**src/rtl/clk_div_pkg.sv**
```systemverilog
// Shared types and helpers for the programmable clock-divider bank.
// Latency: n/a (types, constants and a pure function only).
// Backpressure: n/a.
package clk_div_pkg;

    // Default divisor/counter width for the bank and its channels.
    localparam int DIV_W_DEF = 8;

    // Number of high cycles in one output period: ceil(d/2), so odd
    // divisors spend the extra cycle high (D=5 -> 3 high, 2 low).
    function automatic int unsigned half_high(input int unsigned d);
        return d - (d >> 1);
    endfunction

    // Per-channel state at the default width: active divisor, shadow
    // divisor, period counter and shadow-pending flag.
    typedef struct packed {
        logic [DIV_W_DEF-1:0] act_d;
        logic [DIV_W_DEF-1:0] sh_d;
        logic [DIV_W_DEF-1:0] cnt;
        logic                 pending;
    } chan_st_t;

endpackage

```
**src/rtl/clk_div_chan.sv**
```systemverilog
// One divider channel: counter, shadow divisor, glitch-free period-boundary reload.
// Latency: clk_out/tick are flops reflecting the counter state of the same edge; config lands in shadow after 1 edge.
// Backpressure: none; writes always accepted, last write before a boundary wins.
module clk_div_chan
    import clk_div_pkg::*;
#(
    parameter int DIV_W       = DIV_W_DEF,
    parameter int DEFAULT_DIV = 8
) (
    input  logic             clk,
    input  logic             reset,
    input  logic             sync_clr_i,
    input  logic             we_i,
    input  logic [DIV_W-1:0] div_i,
    output logic             clk_out_o,
    output logic             tick_o,
    output logic             pending_o
);

    // Same layout as the package channel state, sized by this instance's width.
    typedef struct packed {
        logic [DIV_W-1:0] act_d;
        logic [DIV_W-1:0] sh_d;
        logic [DIV_W-1:0] cnt;
        logic             pending;
    } st_t;

    localparam logic [DIV_W-1:0] RST_DIV = DIV_W'(DEFAULT_DIV);
    // Reset parks the counter on the last count so the first edge is a boundary.
    localparam logic [DIV_W-1:0] RST_CNT = (DEFAULT_DIV == 0) ? '0 : DIV_W'(DEFAULT_DIV - 1);

    st_t  st_q, st_d;
    logic clk_out_q, clk_out_d;
    logic tick_q, tick_d;
    logic bnd;

    // Next state: reload at boundaries, count otherwise, capture writes into the shadow.
    always_comb begin
        st_d      = st_q;
        // A stopped channel (act_d==0) sits on a permanent boundary so a
        // non-zero shadow restarts it on the very next edge.
        bnd       = sync_clr_i
                  || (st_q.act_d == '0)
                  || (st_q.cnt == st_q.act_d - DIV_W'(1));
        if (bnd) begin
            st_d.act_d   = st_q.sh_d;
            st_d.cnt     = '0;
            st_d.pending = 1'b0;
        end else begin
            st_d.cnt     = st_q.cnt + DIV_W'(1);
        end
        // A write coinciding with a boundary goes to the shadow after the
        // boundary consumed the old shadow, and keeps pending set.
        if (we_i) begin
            st_d.sh_d    = div_i;
            st_d.pending = 1'b1;
        end
        // Outputs are decoded from the next state so they are pure flops.
        tick_d    = bnd && (st_d.act_d != '0);
        clk_out_d = (st_d.act_d != '0)
                  && (32'(st_d.cnt) < half_high(32'(st_d.act_d)));
    end

    // State and output registers with asynchronous reset to the boundary state.
    always_ff @(posedge clk or posedge reset) begin
        if (reset) begin
            st_q      <= '{act_d: RST_DIV, sh_d: RST_DIV, cnt: RST_CNT, pending: 1'b0};
            clk_out_q <= 1'b0;
            tick_q    <= 1'b0;
        end else begin
            st_q      <= st_d;
            clk_out_q <= clk_out_d;
            tick_q    <= tick_d;
        end
    end

    assign clk_out_o = clk_out_q;
    assign tick_o    = tick_q;
    assign pending_o = st_q.pending;

endmodule

```
**src/rtl/clk_div_bank.sv**
```systemverilog
// Bank of NUM_CH runtime-programmable clock dividers with per-channel tick strobes.
// Latency: outputs are channel flops; divisor writes reach the shadow in 1 cycle, the output at the next boundary.
// Backpressure: none; out-of-range channel writes are silently dropped.
module clk_div_bank
    import clk_div_pkg::*;
#(
    parameter int  NUM_CH      = 4,
    parameter int  DIV_W       = DIV_W_DEF,
    parameter int  DEFAULT_DIV = 8,
    localparam int CH_W        = (NUM_CH > 1) ? $clog2(NUM_CH) : 1
) (
    input  logic              clk,
    input  logic              reset,
    input  logic              sync_clr,
    input  logic              cfg_we,
    input  logic [CH_W-1:0]   cfg_ch,
    input  logic [DIV_W-1:0]  cfg_div,
    output logic [NUM_CH-1:0] clk_out,
    output logic [NUM_CH-1:0] tick,
    output logic [NUM_CH-1:0] cfg_pending
);

    logic [NUM_CH-1:0] ch_we;

    for (genvar g = 0; g < NUM_CH; g++) begin : g_ch
        // Only channel indices that exist can match, so codes >= NUM_CH hit nothing.
        assign ch_we[g] = cfg_we && (cfg_ch == CH_W'(g));

        clk_div_chan #(
            .DIV_W       (DIV_W),
            .DEFAULT_DIV (DEFAULT_DIV)
        ) u_chan (
            .clk        (clk),
            .reset      (reset),
            .sync_clr_i (sync_clr),
            .we_i       (ch_we[g]),
            .div_i      (cfg_div),
            .clk_out_o  (clk_out[g]),
            .tick_o     (tick[g]),
            .pending_o  (cfg_pending[g])
        );
    end

endmodule

```
**config.mk**
```make
export PLATFORM = sky130hd
export DESIGN_NAME = clk_div_bank
export DESIGN_NICKNAME = d
export VERILOG_FILES = /design/src/rtl/clk_div_pkg.sv /design/src/rtl/clk_div_chan.sv /design/src/rtl/clk_div_bank.sv
export SDC_FILE = /design/constraint.sdc
export NUM_CORES = 1
export LEC_CHECK = 0
export CAP_MARGIN = 20
export CORE_MARGIN = 1
export CORE_UTILIZATION = 41
export CTS_CLUSTER_SIZE = 30
export DETAILED_ROUTE_END_ITERATION = 8
export GPL_TIMING_DRIVEN = 0
export MAX_ROUTING_LAYER = met4
export PLACE_DENSITY = 0.66
export REMOVE_ABC_BUFFERS = 1
export SYNTH_ARGS = -nofsm -noshare
export SYNTH_HDL_FRONTEND = slang
export SYNTH_SLANG_ARGS = --single-unit
```
**constraint.sdc**
```tcl
create_clock -name clk -period 12.25 [get_ports clk]
set_input_delay 2.45 -clock clk [delete_from_list [all_inputs] [get_ports clk]]
set_output_delay 2.45 -clock clk [all_outputs]
set_load 0.005 [all_outputs]
```
; ---- Yosys cells after proc, flatten, opt, wreduce, memory -nomap -nowiden
; Cells that the tools add are included.
; Widths: inputs -> output; s select.
[op_classes]
muxes = 16
n_lt_le_gt_ge = 4
n_eq_ne = 7
addsub = 12
reduce_logical = 33
[op_table]
columns = operator, count
row1 = $lt 8x32->1, 4
row2 = $mux 8, 8
row3 = $sub 8x7->9, 4
row4 = $add 8x1->8 const B, 4
row5 = $eq 8x8->1, 4
row6 = $logic_not 8->1, 4
row7 = $reduce_bool 8->1, 4
row8 = $sub 8x1->8 const B, 4
row9 = $logic_and 1x1->1, 12
row10 = $logic_or 1x1->1, 8
row11 = $mux 1, 8
row12 = $reduce_bool 2->1, 4
row13 = $eq 2x2->1 const B, 2
row14 = $eq 2x1->1 const B, 1
row15 = $logic_not 2->1, 1
[word_totals]
ff_bits = 108
input_bits = 14

; ---- Logic depth before layout (Yosys ltp)
[depth]
depth_word = 7
ltp_mapped = 28
ltp_nobuf = 26

; ---- Modules after synthesis
; Synthesis repeated with hierarchy kept, for this count alone.
[hier_totals]
cells_unflattened = 861
area_unflattened_um2 = 8368.0
[by_module_without_submodules]
columns = module, seq_area_each_um2, cells_per_inst, n_inst, area_each_um2
row1 = clk_div_chan (g_ch[0].u_chan ...), 681.9, 216, 3, 2085.8
row2 = clk_div_chan (g_ch[3].u_chan), 681.9, 209, 1, 2073.2
row3 = clk_div_bank, 0.0, 4, 1, 37.5

; ---- Least setup slack after synthesis
; Ideal clock, no wire load.
[synth_path]
path_type = input-to-reg
from = in sync_clr
to = reg g_ch[1].u_chan.clk_out_q
slack_ns = 5.886
arrival_time_ns = 6.287
path_stages = 21
required_ns = 12.173
path_cell_list = inv_1 nand2_1 o21ba_2 clkbuf_1 clkbuf_1 mux2i_1 inv_1 fa_1 nor3_1 a21oi_1 nor2_1 a31oi_1 mux2i_1 o211a_1 nor3b_1 xnor2_1 ha_1 a2111oi_0 a221o_1 a31oi_1 a21oi_1
[synth_rtl]
columns = element, line
row1 = start: declaration, clk_div_bank.sv:14  ; input logic sync_clr,
row2 = end signal: assignment, clk_div_chan.sv:72  ; clk_out_q <= clk_out_d;
row3 = end: declaration, clk_div_chan.sv:33  ; logic clk_out_q, clk_out_d;

==> flow_metrics.env <==
export IMPL_status="finished clean"
export IMPL_ys_warn_count=0
export IMPL_grt_pass1_vias=5147
export IMPL_ir_worst_vdd_mv=0.116
export IMPL_finalNonFillerCells=977
export IMPL_fin_setup_tns_ps=0
export IMPL_crit_type="input pin to flop"
export IMPL_wl_per_cell_um=15.4
export IMPL_fp_row_count=49
export IMPL_nFillCells=1731
export IMPL_grt_ovfl_total=0
export IMPL_die_area_mm2=0.0190
export IMPL_cts_setup_buffers=0
export IMPL_setup_viol=0
export IMPL_grt_pass1_wl_mm=25.7
export IMPL_clockBufferDepth=2
export IMPL_drive_above_1_share_pct=12.8
export IMPL_avgSynthCellArea_um2=10.3
export IMPL_critPathLaunchType="input pin"
export IMPL_cts_buffers=9
export IMPL_worstMarginPinSlew_ps=817
export IMPL_placedCellCount=961
export IMPL_rsz0062_at_grt="false"
export IMPL_power_leakage_nw=3.82
export IMPL_synthTopCellsByCount="dfrtp_1, ha_1, xnor2_1, inv_1, mux2_2"
export IMPL_vias=5166
export IMPL_fmax_ghz=0.140
export IMPL_fin_nets=844
export IMPL_startpoint="sync_clr"
export IMPL_final_core_util_pct=46.3
export IMPL_area_delta_synth_final_pct=10.5
export IMPL_hold_path_startpoint="g_ch[1].u_chan.pending_o"
export IMPL_netSwitchingPower_mw=0.581
export IMPL_routabilityCongestion=0.810
export IMPL_cap_viol_max_count=0
export IMPL_num_antenna_cells=0
export IMPL_ys_types=69
export IMPL_slew_headroom_pct=45.5
export IMPL_crit_fanout=22
export IMPL_seq_area_frac_synth_pct=36.1
export IMPL_groute_usage_overall_pct=17.9
export IMPL_power_frac_seq_pct=32.6
export IMPL_drcViolationCount=0
export IMPL_ys_flop_type="dfrtp_1"
export IMPL_endpoint_kind="flop"
export IMPL_intPower_mw=0.953
export IMPL_core_mm2=0.0180
export IMPL_cts_tree="done"
export IMPL_die_h_um=138
export IMPL_powerDensity_mw_per_mm2=184
export IMPL_antenna_found_initial=0
export IMPL_ios=26
export IMPL_rrSetupSlack_ps=6500
export IMPL_synth_most_common_cell="dfrtp_1"
export IMPL_regToRegStartpoint="g_ch[0].u_chan.st_q[19]"
export IMPL_grt_max_degree=61
export IMPL_h_tree_depth=3
export IMPL_synth_area_mm2=0.00755
export IMPL_synthCells=732
export IMPL_postCtsHoldBufs=0
export IMPL_die_x_um=138
export IMPL_ys_async_sr_fraction_pct=100
export IMPL_clockPowerShare_pct=22.0
export IMPL_seqCellArea_mm2=0.00273
export IMPL_cp_arrival_ps=7400
export IMPL_ys_top_cells_by_area="dfrtp_1, ha_1, dfstp_2"
export IMPL_maxSlewViolCount=0
export IMPL_post_route_period_util_pct=58.1
export IMPL_hold_violations=0
export IMPL_dpl_hpwl_mm=11.4
export IMPL_ant_nets=0
export IMPL_synth_seq_cells=108
export IMPL_start_util_pct=41.9
export IMPL_drt_iter0_markers=219
export IMPL_worstPathRequired_ps=12530
export IMPL_synth_top_area_share_pct=29.2
export IMPL_clockRootBuffer="clkbuf_16"
export IMPL_port_buffers=25
export IMPL_wl_mm=15.1
export IMPL_clock_skew_final_ps=7.74
export IMPL_synth_edf_count=0
export IMPL_min_period_ps=7120
export IMPL_power_frac_comb_pct=45.4
export IMPL_clock_latency_ps=360
export IMPL_viasPerCell=5.29
export IMPL_first_pass_iters=5
export IMPL_holdWs_ps=480
export IMPL_hold_class="flop to flop"
export IMPL_cts_sinks=108
export IMPL_multi_input_area_mm2=0.00445
export IMPL_cts_resized=0
export IMPL_clk_pin_slew_worst_paths_ps=80
export IMPL_synth_largest_area_cell="dfrtp_1"
export IMPL_swShare_pct=37.9
flip-flops by register name (all words and copies together), names as in the netlist:
name / count
g_ch.u_chan.tick_o: 4
g_ch.u_chan.st_q: 96
g_ch.u_chan.pending_o: 4
g_ch.u_chan.clk_out_o: 4
critical path, stage by stage:
cell,delay (ps)
clkdlybuf4s50_1,630
inv_1,210
nand2_1,80
o21ba_2,610
mux2_2,440
ha_1,220
fa_1,440
nor3_1,160
a21oi_1,60
nor2_1,100
a31oi_1,50
mux2i_1,210
o211a_1,180
nor3b_1,60
xnor2_1,170
ha_1,270
a2111oi_0,570
a221o_1,250
a31oi_1,40
a21oi_1,190
per-layer routing:
layer / vias to the layer above / share of wire (%) / GRT usage, %
li1: 2590 / - / -
met2: 60 / 46 / 28.1
met5: - / 0 / -
met1: 2501 / 50 / 24.1
met3: 15 / 2.1 / 2.06
met4: 0 / 1.5 / 5.98
power groups by stage:
stage	sequential, mW	combinational, mW	clock (mW)
finish	0.501	0.697	0.337
global route	0.512	0.793	0.358
CTS	0.500	0.705	0.344
detailed placement	0.507	0.699	0
global placement	0.505	0.677	0
floorplan	0.482	0.553	0
layout by cell type, fill, tap and decap left out, types with 5 or more instances in the layout:
master | Yosys | final
clkbuf_16 | 0 | 9
nor3b_1 | 6 | 6
dfrtp_1 | 88 | 88
and4_1 | 5 | 5
mux2i_1 | 25 | 25
nor3_1 | 8 | 8
and3_1 | 8 | 8
ha_1 | 83 | 83
and2_1 | 23 | 23
or3_1 | 8 | 8
nand2b_1 | 9 | 9
xor2_1 | 32 | 32
dfstp_2 | 20 | 20
clkdlybuf4s50_1 | 0 | 25
o21bai_1 | 6 | 6
nor2b_1 | 9 | 9
inv_1 | 57 | 56
nand4_1 | 5 | 5
a21o_1 | 6 | 6
mux2_2 | 42 | 42
nand3_1 | 29 | 29
xnor2_1 | 58 | 58
nor4_1 | 6 | 6
o21ai_0 | 26 | 26
nand2_1 | 17 | 17
nor2_1 | 37 | 37
a21oi_1 | 20 | 20
cell type report:
class,count,area share [%]
Sequential cell,108,32.7
Inverter,59,2.69
Timing Repair Buffer,28,3.72
Tap cell,229,3.44
Multi-Input combinational cell,537,53.4
Clock inverter,6,1.34
Clock buffer,10,2.75
worst paths after layout:
kind / end / cells after the start
worst max-delay path: g_ch[1].u_chan.clk_out_o / 20
worst min-delay path: g_ch[1].u_chan.pending_o / 2
worst max register to register: g_ch[0].u_chan.clk_out_o / 20
worst min register to register: g_ch[1].u_chan.pending_o / 2
max in group asynchronous: g_ch[2].u_chan.st_q[3] / 3
min in group asynchronous: g_ch[1].u_chan.tick_o / 2
cell families after synthesis:
group / count (synthesis) / share of synthesized area (%)
buf+inv: 87 / 5.07
fa+ha+maj: 88 / 15.0
simple gates: 185 / 13.5
xor+xnor: 90 / 10.4
compound gates: 106 / 10.1
mux: 68 / 9.76
flops: 108 / 36.1
stage by stage:
step	worst slack (ps)	power, mW	area, um2
final	5130	1.53	8340
after global routing	4780	1.66	8340
after CTS	5100	1.55	8340
after detailed placement	4740	1.21	8000
after global placement	4490	1.18	7930
after floorplan	5880	1.03	7390
Note: power is estimated with default switching activity, not from simulation.
==> RTL change 1: new RTL, same settings <==
The parameter `NUM_CH` goes from 4 to 8.
--- a/src/rtl/clk_div_bank.sv
+++ b/src/rtl/clk_div_bank.sv
@@ -6,3 +6,3 @@
 #(
-    parameter int  NUM_CH      = 4,
+    parameter int  NUM_CH      = 8,
     parameter int  DIV_W       = DIV_W_DEF,
Interface: changed (resized cfg_ch, cfg_pending, clk_out and tick); port bits go from 26 to 39. No check against the original RTL was run, so the function may have changed too.
==> RTL change 1 against the unedited design <==
  * Cell area rose by 100%
  * Sequential share of layout area fell by 0.38 points
  * Clock power rose to 2.5 times the old value
  * Setup slack got worse by 440 ps
  * Critical path type unchanged
  * Power rose by 140%
  * Synthesized area rose by 100%
  * Wire length rose by 120%
  * Sequential cell count rose by 108
==> RTL change 1: results (changes against the unedited design) <==
* Seq/Total Area, Yosys at 0.358 (-0.00353)
* Clock Path Buffers at 3 (+1)
* Status: finished clean
* # port buffers at 38 (+52%)
* Routability cong. at 0.888 (+9.7%)
* Routing usage on met3 at 0.0203 (-0.000301)
* DR iter-0 viols at 664 (+200%)
* Worst-path clk slew at 60 ps (-20 ps)
* Biggest register: g_ch.u_chan.st_q
* R2R setup slack at 6260 ps (-240 ps)
* Initial antenna violation count at 1 (+1)
* Vias in the first global route at 11209 (+120%)
* CP Max Fanout at 14 (-36%)
* Global Route Usage Sum at 0.183 (+0.00304)
* Arr. time, crit path at 7990 ps (+590 ps)
* First-pass GRT wire length at 55700 µm (+120%)
* Routed vias/inst at 5.38 (+1.8%)
* Leakage power at 7.80 nW (+100%)
* Insertion delay to the later sink of the worst-skew pair at 540 ps (+180 ps)
* CTS buffer count at 27 (+18)
* Met1 Use GR at 0.232 (-0.00886)
* Distinct cells, synth at 85 (+23%)
* Dpl hpwl at 24100 µm (+110%)
* Max VDD drop at 0.122 mV (+4.9%)
* Share of cells above drive strength 1 at 0.136 (+0.00721)
* # fillers at 3402 (+97%)
* Post-synth top cells: 176 x dfrtp_1, 163 x ha_1, 133 x inv_1
* Synth top area cells: dfrtp_1 29%, ha_1 13%, dfstp_2 6.9%
* # H-tree levels at 1 (-2)
* Clock skew at 7.58 ps (-0.154 ps)
* DR WL/cell at 16.3 µm (+5.6%)
* Slew headroom at 0.274 (-0.181)
* Pin count of the biggest net entering global routing at 132 (+120%)
* GR met2 Demand/Resource at 0.298 (+0.0166)
* Largest register FFs at 192 (+100%)
## RTL change 1: per-stage QoR
step                      cells  hold slack [ps]   util  area [µm²]  setup slack [ps]
final                      2032              474  0.461       16900              4690
after global routing       2032              517  0.461       16900              4380
after CTS                  2032              483  0.461       16900              4680
after detailed placement   1983              469  0.435       15900              4190
after global placement     1978              459  0.432       15800               907
after floorplan            1472              469      -       14800              3960
## RTL change 1: kinds of logic after synthesis
group / after synthesis / share of synthesized area
buffers and inverters: 206 / 0.0598
AND/OR/NAND/NOR: 395 / 0.133
multiplexers: 118 / 0.0845
adder cells (fa/ha/maj): 175 / 0.147
flip-flops: 216 / 0.358
XOR/XNOR: 179 / 0.104
AO/OA/AOI/OAI: 253 / 0.114
## RTL change 1: worst max-delay path, cell delays in order
cell and delay, ps:
clkdlybuf4s50_1 990, a31o_2 580, nor2_2 650, mux2_2 450
ha_1 270, nor2b_1 130, o21bai_1 250, nor2b_1 170
o22ai_1 90, mux2_2 280, o21ai_1 120, nand2b_1 110
a2111oi_0 430, nor3_1 120, ha_1 310, a21oi_1 160
o21a_1 130, o21ai_0 70, a31oi_1 200
## RTL change 1: layer usage
layer / share of wire / vias up
li1: - / 5352
met4: 0.035 / 0
met2: 0.47 / 214
met3: 0.034 / 74
met1: 0.46 / 5298
met5: 0 / -
## RTL change 1: final cells by class
type | count | area (µm²) | share of cell area
clock buffers | 31 | 711 | 0.0421
clock inverters | 18 | 236 | 0.0140
inverters | 136 | 519 | 0.0308
multi-input cells | 1120 | 8930 | 0.529
flip-flops and latches | 216 | 5460 | 0.323
well taps | 468 | 586 | 0.0347
repair buffers | 43 | 443 | 0.0262
## RTL change 1: report_power, final
part           switching (mW)  internal, mW
sequential              0.188         0.881
clock                   0.326         0.522
combinational           0.913         0.797
total                    1.43          2.20
## RTL change 1: final timing paths
check                                                          start                                   end  cells after the start
worst max-delay path                                        sync_clr    g_ch[2].u_chan.clk_out_o$_DFF_PP0_                     19
worst min-delay path            g_ch[6].u_chan.pending_o$_DFFE_PP0P_  g_ch[6].u_chan.pending_o$_DFFE_PP0P_                      2
worst max register to register     g_ch[5].u_chan.st_q[17]$_DFF_PP0_    g_ch[5].u_chan.clk_out_o$_DFF_PP0_                     22
worst min register to register  g_ch[6].u_chan.pending_o$_DFFE_PP0P_  g_ch[6].u_chan.pending_o$_DFFE_PP0P_                      2
max in group asynchronous                                      reset    g_ch[4].u_chan.st_q[9]$_DFFE_PP0P_                      3
min in group asynchronous                                      reset     g_ch[7].u_chan.st_q[17]$_DFF_PP0_                      2
==> RTL change 2: new RTL, same settings <==
Made on the original files. Put a register stage on the output `cfg_pending`, without a reset. The value now appears one clock later. The other outputs are not delayed to match.
--- a/src/rtl/clk_div_bank.sv
+++ b/src/rtl/clk_div_bank.sv
@@ -22,2 +22,4 @@
 
+    logic [NUM_CH-1:0] cfg_pending_d;
+
     logic [NUM_CH-1:0] ch_we;
@@ -39,4 +41,8 @@
             .tick_o     (tick[g]),
-            .pending_o  (cfg_pending[g])
+            .pending_o  (cfg_pending_d[g])
         );
+    end
+
+    always_ff @(posedge clk) begin
+        cfg_pending <= cfg_pending_d;
     end
Behaviour: not the same (Yosys sat finds a counterexample within 4 cycles, from zero or initial values and one cycle with reset high).
==> RTL change 2 against the unedited design <==
  * Setup slack lost 160 ps
  * Cell area is essentially flat
  * Power shrank 1.9%
  * Sequential cell count grew 4
  * Die area grew 1.2%
  * Utilization shrank 0.12 points
  * Wire length grew 1.2%
  * Synthesized area grew 1.2%
==> RTL change 2: results (changes against the unedited design) <==
* Share of cells above drive strength 1 at 0.117 (-0.0118)
* Async SR Flop Fraction at 0.964 (-0.0357)
* Arr. time, crit path at 7520 ps (+120 ps)
* Clock Path Buffers at 2 (unchanged)
* Hold crit path type: reg -> reg
* CP Max Fanout at 20 (-9.1%)
* Dpl cell area at 8060 µm² (+0.75%)
* Vias at 5373 (+4.0%)
* Slew headroom at 0.358 (-0.0971)
* Leakage power at 3.85 nW (+0.88%)
* Post-CTS Resized at 0 (unchanged)
* DR WL/cell at 15.1 µm (-2.1%)
* DR iter-0 viols at 306 (+40%)
* Post-CTS Setup Bufs at 0 (unchanged)
* R2R setup slack at 6820 ps (+320 ps)
* Hold WS at 376 ps (-104 ps)
* Synth top area cells: dfrtp_1 29%, ha_1 14%, dfstp_2 6.9%
* Post-Place Setup Slack at 4600 ps (-145 ps)
* Placed cell count at 994 (+3.4%)
* Vias in the first global route at 5452 (+5.9%)
* Post-synth top cells: 88 x dfrtp_1, 83 x ha_1, 60 x inv_1
* Pin count of the biggest net entering global routing at 74 (+21%)
* Ant. Diodes at 0 (unchanged)
* Max-slew violation count at 0 (unchanged)
* Cell count after synthesis at 766 (+4.6%)
* Seq/Total Area, Yosys at 0.368 (+0.00622)
* Crit path time final at 7280 ps (+156 ps)
* First-pass GRT wire length at 26800 µm (+4.2%)
* Dpl hpwl at 11500 µm (+1.1%)
* Largest register FFs at 96 (unchanged)
* Worst-path clk slew at 80 ps (about the same)
* Status: finished clean
* Clock skew at 4.77 ps (-2.96 ps)
* Final Net Count at 877 (+3.9%)
* Global Route Usage Sum at 0.178 (-0.00197)
* Routability cong. at 0.833 (+2.8%)
* Fin cells at 1010 (+3.4%)
* CTS Root Cell: clkbuf_16
* Distinct cells, synth at 65 (-5.8%)
* Drt first pass iters at 4 (-1)
* Max VDD drop at 0.0998 mV (-14%)
* Synth warn at 0 (unchanged)
* Insertion delay to the later sink of the worst-skew pair at 360 ps (about the same)
* Initial antenna violation count at 0 (unchanged)
* # port buffers at 25 (unchanged)
==> RTL change 2: cell count changes in the layout (fill, tap and decap cells not counted), sizes merged, moves of 4 or more <==
cell    before  now
a211oi       3    7
a21oi       23   32
a22oi        0    4
and2        23    4
and3         8   13
dfxtp        0    4
inv         60   66
mux2i       26   19
nand2       17   26
nor2        38   55
nor3         8   30
nor4         6    2
xnor2       58   42
xor2        32   44
==> RTL change 2: cell families after synthesis <==
logic type / Yosys count / share of synthesized area
and+or+nand+nor: 212 / 0.147
AOI/OAI and AO/OA: 118 / 0.101
DFF: 112 / 0.368
buffers and inverters: 89 / 0.0508
adders and majority gates: 87 / 0.146
xor gates and xnor gates: 86 / 0.0986
muxes: 62 / 0.0888
==> RTL change 2: layout make-up <==
cell class | instances | area, µm²
fill | 1681 | 9740
clock buffer | 9 | 225
inverter | 61 | 231
multi-input combinational | 565 | 4450
clock inverter | 7 | 62.6
timing repair buffer | 27 | 285
tap | 229 | 287
sequential | 112 | 2810
==> RTL change 2: power by group <==
group	total [mW]	internal [mW]	switching [mW]	leakage, nW
clock	0.295	0.144	0.151	0.145
combinational	0.695	0.329	0.366	2.38
sequential	0.516	0.439	0.0773	1.32
==> RTL change 2: worst paths after layout <==
kind | startpoint | end | cells past startpoint
setup / recovery | sync_clr | g_ch[3].u_chan.clk_out_o$_DFF_PP0_ | 17
hold / removal | g_ch[3].u_chan.pending_o$_DFFE_PP0P_ | cfg_pending[3]$_DFF_P_ | 0
setup reg to reg | g_ch[1].u_chan.st_q[20]$_DFF_PP1_ | g_ch[1].u_chan.clk_out_o$_DFF_PP0_ | 20
hold reg to reg | g_ch[3].u_chan.pending_o$_DFFE_PP0P_ | cfg_pending[3]$_DFF_P_ | 0
max in group asynchronous | reset | g_ch[1].u_chan.st_q[1]$_DFF_PP1_ | 3
min in group asynchronous | reset | g_ch[0].u_chan.pending_o$_DFFE_PP0P_ | 2
==> RTL change 2: worst max-delay path: stages <==
cell and delay, ps:
clkdlybuf4s50_1 830, a21oi_1 710, nand2_1 600, a21oi_1 500
inv_1 140, ha_1 230, fa_1 410, nor2_1 130
a31oi_1 120, nand2_1 100, xnor2_1 80, ha_1 310
o211ai_1 90, nor2_1 130, a221oi_1 100, nand4b_1 200
a221o_1 360
==> RTL change 2: per-layer routing <==
layer,share of wire,track usage,vias to the layer above
li1,-,-,2710
met1,0.49,0.237,2583
met2,0.46,0.278,63
met3,0.034,0.0281,17
met4,0.013,0.0509,0
met5,0,-,-
